$ cat src/rtl/prescaler_bank_pkg.sv
// Shared types and helpers for the prescaler bank: channel FSM states,
// the smallest legal divisor and the high/low phase split of a divisor.
package prescaler_bank_pkg;

    typedef enum logic [1:0] {OFF, HIGH, LOW} prescaler_state_t;

    localparam int MIN_DIVISOR = 2;

    typedef struct packed {
        logic [31:0] high;
        logic [31:0] low;
    } phase_split_t;

    // High phase gets the smaller half, so odd divisors spend the extra cycle low.
    function automatic phase_split_t phase_split(input logic [31:0] divisor);
        phase_split_t s;
        s.high = divisor >> 1;
        s.low  = divisor - s.high;
        return s;
    endfunction

endpackage

$ cat src/rtl/prescaler_bank_if.sv
// Divisor write port of the prescaler bank.
// Handshake: a write transfers on any cycle where cfg_valid && cfg_ready; cfg_ready is
// combinational from cfg_channel and may change whenever cfg_channel changes.
interface prescaler_bank_if #(
    parameter int CHANNELS = 4,
    parameter int WIDTH    = 16
);
    localparam int CH_W = (CHANNELS > 1) ? $clog2(CHANNELS) : 1;

    logic             cfg_valid;
    logic             cfg_ready;
    logic [CH_W-1:0]  cfg_channel;
    logic [WIDTH-1:0] cfg_divisor;

    modport master (output cfg_valid, output cfg_channel, output cfg_divisor, input cfg_ready);
    modport slave  (input cfg_valid, input cfg_channel, input cfg_divisor, output cfg_ready);

endinterface

$ cat src/rtl/prescaler_bank_channel.sv
// One divider channel: OFF/HIGH/LOW FSM with a reload-at-zero counter.
// Divisor changes while running are parked in a pending slot until the period ends.
module prescaler_bank_channel
    import prescaler_bank_pkg::*;
#(
    parameter int WIDTH           = 16,
    parameter int DEFAULT_DIVISOR = 2
) (
    input  logic             clk_i,
    input  logic             rst_i,
    input  logic             enable_i,
    input  logic             wr_en_i,
    input  logic [WIDTH-1:0] wr_div_i,
    output logic             pending_o,
    output logic             slow_clock_o,
    output logic             tick_o,
    output logic             busy_o,
    output prescaler_state_t state_o
);

    prescaler_state_t state_q, state_d;
    logic [WIDTH-1:0] cnt_q, cnt_d;
    logic [WIDTH-1:0] active_q, active_d;
    logic [WIDTH-1:0] pdiv_q, pdiv_d;
    logic             pend_q, pend_d;
    logic             tick_q, tick_d;
    logic             slow_q, busy_q;
    logic [WIDTH-1:0] sel_div;
    phase_split_t     split;

    always_ff @(posedge clk_i or posedge rst_i) begin
        if (rst_i) begin
            state_q  <= OFF;
            cnt_q    <= '0;
            active_q <= WIDTH'(DEFAULT_DIVISOR);
            pdiv_q   <= WIDTH'(DEFAULT_DIVISOR);
            pend_q   <= 1'b0;
            tick_q   <= 1'b0;
            slow_q   <= 1'b0;
            busy_q   <= 1'b0;
        end else begin
            state_q  <= state_d;
            cnt_q    <= cnt_d;
            active_q <= active_d;
            pdiv_q   <= pdiv_d;
            pend_q   <= pend_d;
            tick_q   <= tick_d;
            slow_q   <= (state_d == HIGH);
            busy_q   <= (state_d != OFF);
        end
    end

    always_comb begin
        state_d  = state_q;
        cnt_d    = cnt_q;
        active_d = active_q;
        pdiv_d   = pdiv_q;
        pend_d   = pend_q;
        tick_d   = 1'b0;
        // Divisor governing the next phase load: the boundary divisor in LOW,
        // a same-cycle write when starting from OFF, otherwise the active one.
        if (state_q == LOW)
            sel_div = pend_q ? pdiv_q : active_q;
        else if (state_q == OFF && wr_en_i)
            sel_div = wr_div_i;
        else
            sel_div = active_q;
        split = phase_split(32'(sel_div));

        case (state_q)
            OFF: begin
                if (enable_i) begin
                    state_d = HIGH;
                    cnt_d   = WIDTH'(split.high - 32'd1);
                    tick_d  = 1'b1;
                end
            end
            HIGH: begin
                if (cnt_q == '0) begin
                    state_d = LOW;
                    cnt_d   = WIDTH'(split.low - 32'd1);
                end else begin
                    cnt_d = cnt_q - 1'b1;
                end
            end
            LOW: begin
                if (cnt_q == '0) begin
                    active_d = sel_div;
                    pend_d   = 1'b0;
                    if (enable_i) begin
                        state_d = HIGH;
                        cnt_d   = WIDTH'(split.high - 32'd1);
                        tick_d  = 1'b1;
                    end else begin
                        state_d = OFF;
                        cnt_d   = '0;
                    end
                end else begin
                    cnt_d = cnt_q - 1'b1;
                end
            end
            default: begin
                state_d = OFF;
                cnt_d   = '0;
            end
        endcase

        // Applied after the boundary so a colliding write waits for the next one.
        if (wr_en_i) begin
            if (state_q == OFF) begin
                active_d = wr_div_i;
            end else begin
                pdiv_d = wr_div_i;
                pend_d = 1'b1;
            end
        end
    end

    assign pending_o    = pend_q;
    assign slow_clock_o = slow_q;
    assign tick_o       = tick_q;
    assign busy_o       = busy_q;
    assign state_o      = state_q;

endmodule

$ cat src/rtl/prescaler_bank.sv
// Bank of independent programmable clock dividers sharing one fast clock,
// with a single divisor write port decoded to the target channel.
module prescaler_bank
    import prescaler_bank_pkg::*;
#(
    parameter int CHANNELS        = 4,
    parameter int WIDTH           = 16,
    parameter int DEFAULT_DIVISOR = 2
) (
    input  logic                      quick_clock_i,
    input  logic                      reset_i,
    input  logic [CHANNELS-1:0]       enable_i,
    prescaler_bank_if.slave           cfg_if,
    output logic [CHANNELS-1:0]       slow_clock_o,
    output logic [CHANNELS-1:0]       tick_o,
    output logic [CHANNELS-1:0]       busy_o,
    output prescaler_state_t [CHANNELS-1:0] state_dbg_o
);

    localparam int CH_W = (CHANNELS > 1) ? $clog2(CHANNELS) : 1;

    logic [CHANNELS-1:0] pending;
    logic [CHANNELS-1:0] wr_en;
    logic                cfg_ready_w;
    logic [WIDTH-1:0]    wr_div;

    assign wr_div = (cfg_if.cfg_divisor < WIDTH'(MIN_DIVISOR)) ? WIDTH'(MIN_DIVISOR)
                                                               : cfg_if.cfg_divisor;

    // Out-of-range channel indices match nothing: ready stays high and the write is dropped.
    always_comb begin
        cfg_ready_w = 1'b1;
        wr_en       = '0;
        for (int i = 0; i < CHANNELS; i++) begin
            if (cfg_if.cfg_channel == CH_W'(i)) begin
                cfg_ready_w = ~pending[i];
                wr_en[i]    = cfg_if.cfg_valid & ~pending[i];
            end
        end
    end

    assign cfg_if.cfg_ready = cfg_ready_w;

    for (genvar g = 0; g < CHANNELS; g++) begin : g_ch
        prescaler_bank_channel #(
            .WIDTH           (WIDTH),
            .DEFAULT_DIVISOR (DEFAULT_DIVISOR)
        ) u_ch (
            .clk_i        (quick_clock_i),
            .rst_i        (reset_i),
            .enable_i     (enable_i[g]),
            .wr_en_i      (wr_en[g]),
            .wr_div_i     (wr_div),
            .pending_o    (pending[g]),
            .slow_clock_o (slow_clock_o[g]),
            .tick_o       (tick_o[g]),
            .busy_o       (busy_o[g]),
            .state_o      (state_dbg_o[g])
        );
    end

endmodule

$ cat src/flat_wrapper.sv
// flat-port wrapper written by rule: the top's interface ports become plain ports
module prescaler_bank_flat import prescaler_bank_pkg::*;
#(
    parameter int CHANNELS        = 4,
    parameter int WIDTH           = 16,
    parameter int DEFAULT_DIVISOR = 2
)
  (quick_clock_i, reset_i, enable_i, slow_clock_o, tick_o, busy_o, state_dbg_o, cfg_if_cfg_valid, cfg_if_cfg_channel, cfg_if_cfg_divisor, cfg_if_cfg_ready);
  prescaler_bank_if #(.CHANNELS(CHANNELS), .WIDTH(WIDTH)) cfg_if_i ();
  input  logic quick_clock_i;
  input  logic reset_i;
  input  logic [CHANNELS-1:0] enable_i;
  output logic [CHANNELS-1:0] slow_clock_o;
  output logic [CHANNELS-1:0] tick_o;
  output logic [CHANNELS-1:0] busy_o;
  output prescaler_state_t [CHANNELS-1:0] state_dbg_o;
  input wire logic [$bits(cfg_if_i.cfg_valid)-1:0] cfg_if_cfg_valid;
  input wire logic [$bits(cfg_if_i.cfg_channel)-1:0] cfg_if_cfg_channel;
  input wire logic [$bits(cfg_if_i.cfg_divisor)-1:0] cfg_if_cfg_divisor;
  output wire logic [$bits(cfg_if_i.cfg_ready)-1:0] cfg_if_cfg_ready;
  assign cfg_if_i.cfg_valid = cfg_if_cfg_valid;
  assign cfg_if_i.cfg_channel = cfg_if_cfg_channel;
  assign cfg_if_i.cfg_divisor = cfg_if_cfg_divisor;
  assign cfg_if_cfg_ready = cfg_if_i.cfg_ready;
  prescaler_bank #(.CHANNELS(CHANNELS), .WIDTH(WIDTH), .DEFAULT_DIVISOR(DEFAULT_DIVISOR)) u_core (.quick_clock_i(quick_clock_i), .reset_i(reset_i), .enable_i(enable_i), .cfg_if(cfg_if_i), .slow_clock_o(slow_clock_o), .tick_o(tick_o), .busy_o(busy_o), .state_dbg_o(state_dbg_o));
endmodule
$ cat config.mk
export PLATFORM = sky130hd
export DESIGN_NAME = prescaler_bank_flat
export DESIGN_NICKNAME = d
export VERILOG_FILES = /design/src/rtl/prescaler_bank_pkg.sv /design/src/rtl/prescaler_bank_if.sv /design/src/rtl/prescaler_bank_channel.sv /design/src/rtl/prescaler_bank.sv /design/src/flat_wrapper.sv
export SDC_FILE = /design/constraint.sdc
export NUM_CORES = 1
export LEC_CHECK = 0
export ABC_AREA = 1
export BUFFER_PORTS_ARGS = -buffer_cell sky130_fd_sc_hd__buf_2
export CORE_MARGIN = 1.5
export CORE_UTILIZATION = 55
export CTS_CLUSTER_DIAMETER = 40
export DETAILED_ROUTE_END_ITERATION = 7
export PLACE_DENSITY = 0.79
export SLEW_MARGIN = 5
export SYNTH_ARGS = -nofsm -noshare
export SYNTH_HDL_FRONTEND = slang
export SYNTH_SLANG_ARGS = --single-unit
$ cat constraint.sdc
create_clock -name quick_clock_i -period 18.5 [get_ports quick_clock_i]
set_input_delay 0.925 -clock quick_clock_i [delete_from_list [all_inputs] [get_ports quick_clock_i]]
set_output_delay 0.925 -clock quick_clock_i [all_outputs]
set_load 0.03 [all_outputs]
Yosys cells after proc, flatten, opt, wreduce, memory -nomap -nowiden
Cells that the tools add are included.
- add/sub/neg operators: 16
- order comparisons: 1
- equality and inequality tests: 19
- muxes and demuxes: 105
- bitwise gates (word level): 12
- reductions and logical operators: 21
- operators with widths (kind ; count):
    $mux 16 ; 45
    $pmux 16 s3 ; 4
    $logic_not 16->1 ; 4
    $sub 15x1->16 const B ; 4
    $sub 16x1->16 const B ; 4
    $sub 16x15->16 ; 4
    $sub 16x2->16 const B ; 4
    $mux 1 ; 36
    $mux 2 ; 12
    $pmux 2 s3 ; 4
    $eq 2x1->1 const B ; 9
    $lt 16x2->1 const B ; 1
    $eq 2x2->1 const B ; 6
    $logic_not 2->1 ; 5
    $ne 2x2->1 const B ; 4
    $not 1->1 ; 8
    $pmux 1 s2 ; 4
    $reduce_and 2->1 ; 4
    $reduce_bool 2->1 ; 4
    $and 1x1->1 ; 4
    $logic_and 1x1->1 ; 4
- flip-flop bits (word level): 216
- bits of input ports: 25
- output and inout bits: 21
- logic and storage cells: 206

Logic depth before layout (Yosys ltp)
- depth after elaboration: 10
- depth in mapped cells: 28
- gate-level depth less buffers: 28

By module
From an unflattened synthesis, not the netlist that was laid out.
- cells, all modules: 3356
- area, all modules: 20957.6 µm²
- by module, submodules not included (module ; instances ; cells each ; area each (µm²) ; seq. area each (µm²)):
    prescaler_bank_channel (u_core.g_ch[2].u_ch ...) ; 2 ; 829 ; 5220.0 ; 1353.8
    prescaler_bank_channel (u_core.g_ch[0].u_ch) ; 1 ; 826 ; 5168.7 ; 1353.8
    prescaler_bank_channel (u_core.g_ch[1].u_ch) ; 1 ; 824 ; 5161.2 ; 1353.8
    prescaler_bank ; 1 ; 48 ; 187.7 ; 0.0

Worst setup path before layout
Ideal clock, no wire load.
- path type: input to register
- start point: input cfg_if_cfg_channel[1]
- end point: register u_core.g_ch[0].u_ch.cnt_q[14]
- setup time: 0.118 ns
- arrival time: 3.386 ns
- required time: 18.382 ns
- slack: 14.997 ns
- cell stages on the path: 22
- buffers on the path: 2
- cell sequence: nor2_2 nand2_2 nor2_4 buf_4 buf_2 o21ai_1 nand2_1 nand2_1 ha_1 fa_1 nand4_1 nand2_1 nand2_1 nand2_1 nand3_1 nand2_1 nand2_1 nand3_1 nand2_1 nand2_1 nand2_1 nand2_1
- longest elaborated chain between the ends: 9
- elaborated cells on any way between the ends: 13
- those cells by class: add/sub (3); mux (8); reduce/logical (2)
- RTL lines (what ; line ; text):
    from (decl) ; flat_wrapper.sv:18 ; input wire logic [$bits(cfg_if_i.cfg_channel)-1:0] cfg_if_cfg_channel;
    $logic_not 2->1 * ; prescaler_bank.sv:35 ; if (cfg_if.cfg_channel == CH_W'(i)) begin
    $mux 1 * ; prescaler_bank.sv:35 ;
    $logic_and 1x1->1 * ; prescaler_bank_channel.sv:64 ; else if (state_q == OFF && wr_en_i)
    $mux 16 * ; prescaler_bank_channel.sv:64 ;
    $mux 16 * ; prescaler_bank_channel.sv:62 ; if (state_q == LOW)
    $sub 16x15->16 / $sub 15x1->16 (equally long branches) ; prescaler_bank_pkg.sv:18, prescaler_bank_channel.sv:74, prescaler_bank_channel.sv:92 ;
    $sub 16x2->16 / $mux 16 (equally long branches) ; prescaler_bank_channel.sv:81, prescaler_bank_channel.sv:90 ;
    $mux 16, on equally long branches ; prescaler_bank_channel.sv:79, prescaler_bank_channel.sv:87 ;
    $pmux 16 s3 * ; prescaler_bank_channel.sv:70 ; case (state_q)
    to (signal assigned) ; prescaler_bank_channel.sv:43 ; cnt_q <= cnt_d;
    to (decl) ; prescaler_bank_channel.sv:22 ; logic [WIDTH-1:0] cnt_q, cnt_d;
Every way passes the cells marked *; elsewhere a longest branch is shown, timed or not. The select of a mux whose other input is x is not followed.
A chain may end at the register's enable or synchronous reset.

Final worst setup path
- start point: register u_core.g_ch[3].u_ch.pend_q
- end point: register u_core.g_ch[3].u_ch.cnt_q[14]
- longest elaborated chain between the ends: 10
- elaborated cells on any way between the ends: 15
- those cells by class: add/sub (3); mux (9); bitwise (2); reduce/logical (1)
- RTL lines (what ; line ; text):
    from (decl) ; prescaler_bank_channel.sv:25 ; logic pend_q, pend_d;
    from (signal assigned) ; prescaler_bank_channel.sv:46 ; pend_q <= pend_d;
    $not 1->1 ; prescaler_bank.sv:37 ; wr_en[i] = cfg_if.cfg_valid & ~pending[i];
    $and 1x1->1 ; prescaler_bank.sv:37 ;
    $mux 1 ; prescaler_bank.sv:35 ;
    $logic_and 1x1->1 ; prescaler_bank_channel.sv:64 ;
    $mux 16 ; prescaler_bank_channel.sv:64 ;
    $mux 16 * ; prescaler_bank_channel.sv:62 ;
    $sub 16x15->16 / $sub 15x1->16 (equally long branches) ; prescaler_bank_pkg.sv:18, prescaler_bank_channel.sv:74, prescaler_bank_channel.sv:92 ;
    $sub 16x2->16 / $mux 16 (equally long branches) ; prescaler_bank_channel.sv:81, prescaler_bank_channel.sv:90 ;
    $mux 16, on equally long branches ; prescaler_bank_channel.sv:79, prescaler_bank_channel.sv:87 ;
    $pmux 16 s3 * ; prescaler_bank_channel.sv:70 ;
    to (signal assigned) ; prescaler_bank_channel.sv:43 ;
    to (decl) ; prescaler_bank_channel.sv:22 ;
Marked as above.

==> qor.yml <==
sta:
  drv_slew: 0
  report.final.hold_viol_count: 0
  worst_pin_slew_ps: 1150
  max_slew_margin: 0.230
  rsz0062_at_grt: "false"
  fin_tns_setup_ps: 0
  setup-violations-final: 0
  fin_skew_ps: 19.7
  holdWs_ps: 488
  finalCritPeriodShare: 0.251
  min_period_ps: 4640
  fmax_mhz: 216
layout:
  fin_area_mm2: 0.0222
  syn2layout_area_growth_pct: 9.13
  fin_nets: 3422
  drive_gt1_frac: 0.0915
  regArea_mm2: 0.00542
  stdcell_count: 3822
  fill_cells: 3526
  n_antenna_cell: 0
  multi_input_area_mm2: 0.0130
setup_path:
  path_cells: "buf_4 -> inv_2 -> nand2_1 -> nor2_4 -> nand2_4 -> inv_1 -> nand2_1 -> o21ai_0 -> nand2_1 -> nand2_1 -> inv_1 -> ha_1 -> inv_1 -> nor3_1 -> nor3b_1 -> nand2_1 -> nand2_1 -> nor2_1 -> o21ai_1 -> nand2_1 -> nand2_1 -> nand2_1"
  rrSetupSlack_ps: 13860
  critPathLaunch: "u_core.g_ch[3].u_ch.pending_o"
  crit_family: "simple AND/OR/NAND/NOR gates"
  cp_max_fo: 23
  slowest_stage: "inv_1"
  startpoint_type: "flip-flop"
  crit_buf_inv: 5
  cp.arrival_ps: 5080
  crit_top_cell: "nand2_1"
  cp-end-kind: "flip-flop"
  reg2reg_from: "u_core.g_ch[3].u_ch.pending_o"
  crit_type: "flip-flop to flip-flop"
  max_stage_delay_ps: 580
  rr_endpoint: "u_core.g_ch[3].u_ch.cnt_q[14]"
  r2r_cells: 22
  required_ps: 18950
drt:
  wl_mm: 66.8
  drt-initial-drc-count: 1996
  detail-route-antenna-nets: 0
  drc: 0
  dr.pass1.iters: 6
  routedWlPerCell_um: 17.5
  via_per_inst: 5.87
  vias: 22420
synth:
  synth_compound_area_frac: 0.133
  synth_area_mm2: 0.0204
  synth_area_per_cell_um2: 6.12
  post-synth-top-count-cell: "nand2_1"
  syn_nets: 3431
  synth-edff-count: 0
  ys_ff_latch: 216
  synth_cell_types: 56
  synth_common_cells: "1,177 x nand2_1, 342 x nand3_1, 327 x inv_1"
  synthCells: 3330
  ys_seq_area_frac: 0.266
  yosys.area_share.simple: 0.425
  synth.largest_area_cell: "dfrtp_1"
  synthTopCellsByArea: "dfrtp_1 26%, nand2_1 22%, nand3_1 8.4%, o21ai_0 6.1%, inv_1 6.0%"
  synthAdderAreaFrac: 0.0482
  synthFlopType: "dfrtp_1"
  synth_top_family_by_area: "simple AND/OR/NAND/NOR gates"
  yosys_warnings: 0
  async_reset_ff_frac: 1.00
  synth_xor_area_frac: 0.0275
  yosys.area.top_type_share: 0.256
  synthMuxAreaShare: 0.00442
cts:
  cts.hold.buffers_added: 0
  worstSkewPairLatency_ps: 570
  htree_levels: 2
  post_cts_resized: 0
  cts_root_buf: "clkbuf_16"
  cts_made_buffers: 42
  cts_tree: "yes"
  path_clk_slew_ps: 60
  ctsLongestPathBuffers: 3
  cts_setup_buffers: 0
  cts_sinks: 216
floorplanning:
  die_w_um: 195
  rows: 70
  start_util: 0.558
  die_y_um: 195
  io_pins: 46
  core_area_mm2: 0.0365
  die_area_mm2: 0.0382
power_and_ir_drop:
  leakagePower_nw: 11.1
  irDropWorstVdd_v: 0.000102
  p_total_mw: 2.16
  p_per_area_mw_per_mm2: 97.1
worst_hold_path:
  hold_path.class: "flip-flop to flip-flop"
  hold_start: "u_core.g_ch[3].u_ch.pdiv_q[10]"
  hold_path_end: "u_core.g_ch[3].u_ch.pdiv_q[10]"
  hold-path-cell-count: 2
place:
  dp_hpwl_mm: 49.3
  placedCellCount: 3745
  post_dp_cell_area_mm2: 0.0207
  place_congestion: 1.02
  io_buffers: 45
global_routing:
  busiest_layer: "met2"
  use_met2: 0.565
  grtUsageMet3: 0.0525
  grt_pass1_vias: 21288
  grt_overflow: 0
  grt_max_degree: 96
  track_usage: 0.349
  grt_pass1_wl_mm: 108
  antenna_found_initial: 0
  grt_use_met1: 0.454
job:
  cap_violations: 0
outcome:
  status: "complete, no violations"
[layer usage]
layer,vias up,share of wire
met4,0,0.044
li1,10774,-
met3,172,0.083
met2,1054,0.46
met5,-,0
met1,10420,0.42
[per-stage QoR]
step / utilization / setup slack, ps
final: 0.608 / 13860
after global placement: 0.568 / 13960
after floorplan: - / 11680
after CTS: 0.608 / 13990
after global routing: 0.608 / 13510
after detailed placement: 0.568 / 13870
[state kept, by name, indices dropped and copies added, names as in the netlist]
name,cells
u_core.g_ch.u_ch.slow_clock_o,4
u_core.g_ch.u_ch.state_o,8
u_core.g_ch.u_ch.busy_o,4
u_core.g_ch.u_ch.active_q,64
u_core.g_ch.u_ch.pdiv_q,64
u_core.g_ch.u_ch.cnt_q,64
u_core.g_ch.u_ch.pending_o,4
u_core.g_ch.u_ch.tick_o,4
[final cells by class]
type,instances,share of cell area
clock buffer,49,0.0513
tap,468,0.0263
multi-input combinational,2633,0.585
sequential,216,0.244
clock inverter,28,0.0160
inverter,366,0.0622
timing repair buffer,62,0.0159
[cell usage in the layout, fill, tap and decap left out, types with 8 or more instances in the layout]
master / netlist / layout
nor2_1: 227 / 226
inv_2: 27 / 27
clkbuf_16: 0 / 45
a31oi_1: 13 / 13
nor3_1: 34 / 34
dfstp_2: 8 / 8
a21oi_1: 103 / 103
nand3_1: 342 / 342
or2_2: 17 / 17
nor2_2: 25 / 26
clkinv_1: 12 / 12
buf_2: 27 / 45
o21ai_1: 39 / 39
nand3b_1: 8 / 8
mux2i_1: 9 / 9
nor4_1: 12 / 12
dfrtp_1: 208 / 208
nand2_2: 51 / 51
o21bai_1: 20 / 20
xnor2_1: 17 / 17
inv_1: 327 / 326
o21ai_0: 249 / 249
ha_1: 72 / 72
a21boi_0: 8 / 8
o211ai_1: 12 / 12
nand4_1: 51 / 51
xor2_1: 47 / 47
nand2_1: 1177 / 1177
nand3_2: 11 / 11
nor2_4: 9 / 9
buf_4: 22 / 17
o22ai_1: 17 / 17
[worst max-delay path by stage]
stage / to / slack [ps] / depth (start not counted)
2_1_floorplan: u_core.g_ch[0].u_ch.active_q[0] / 11680 / 1
3_3_place_gp: u_core.g_ch[3].u_ch.cnt_q[14] / 13960 / 21
3_5_place_dp: u_core.g_ch[3].u_ch.cnt_q[15] / 13870 / 21
4_1_cts: u_core.g_ch[3].u_ch.cnt_q[15] / 13990 / 22
5_1_grt: u_core.g_ch[3].u_ch.cnt_q[15] / 13510 / 22
6_report: u_core.g_ch[3].u_ch.cnt_q[14] / 13860 / 22
[power by group]
| part | leakage (nW) | internal, mW | total (mW) | switching (mW) |
|---|---|---|---|---|
| combinational | 7.76 | 0.226 | 0.687 | 0.461 |
| clock | 0.711 | 0.531 | 0.825 | 0.293 |
| sequential | 2.66 | 0.556 | 0.646 | 0.0904 |
[cells by family (layout without fill, tap and decap cells)]
logic type,after synthesis,after routing
AOI/OAI and AO/OA,490,490
muxes,9,9
adders and majority gates,76,76
buffers and inverters,481,505
xor gates and xnor gates,64,64
DFF,216,216
and+or+nand+nor,1994,1994
[tightest hold or removal path: stages, from the launching register on]
cell,delay [ps]
dfrtp_1,340
nand2_1,50
o21ai_0,60
(Power assumes the default switching activity.)
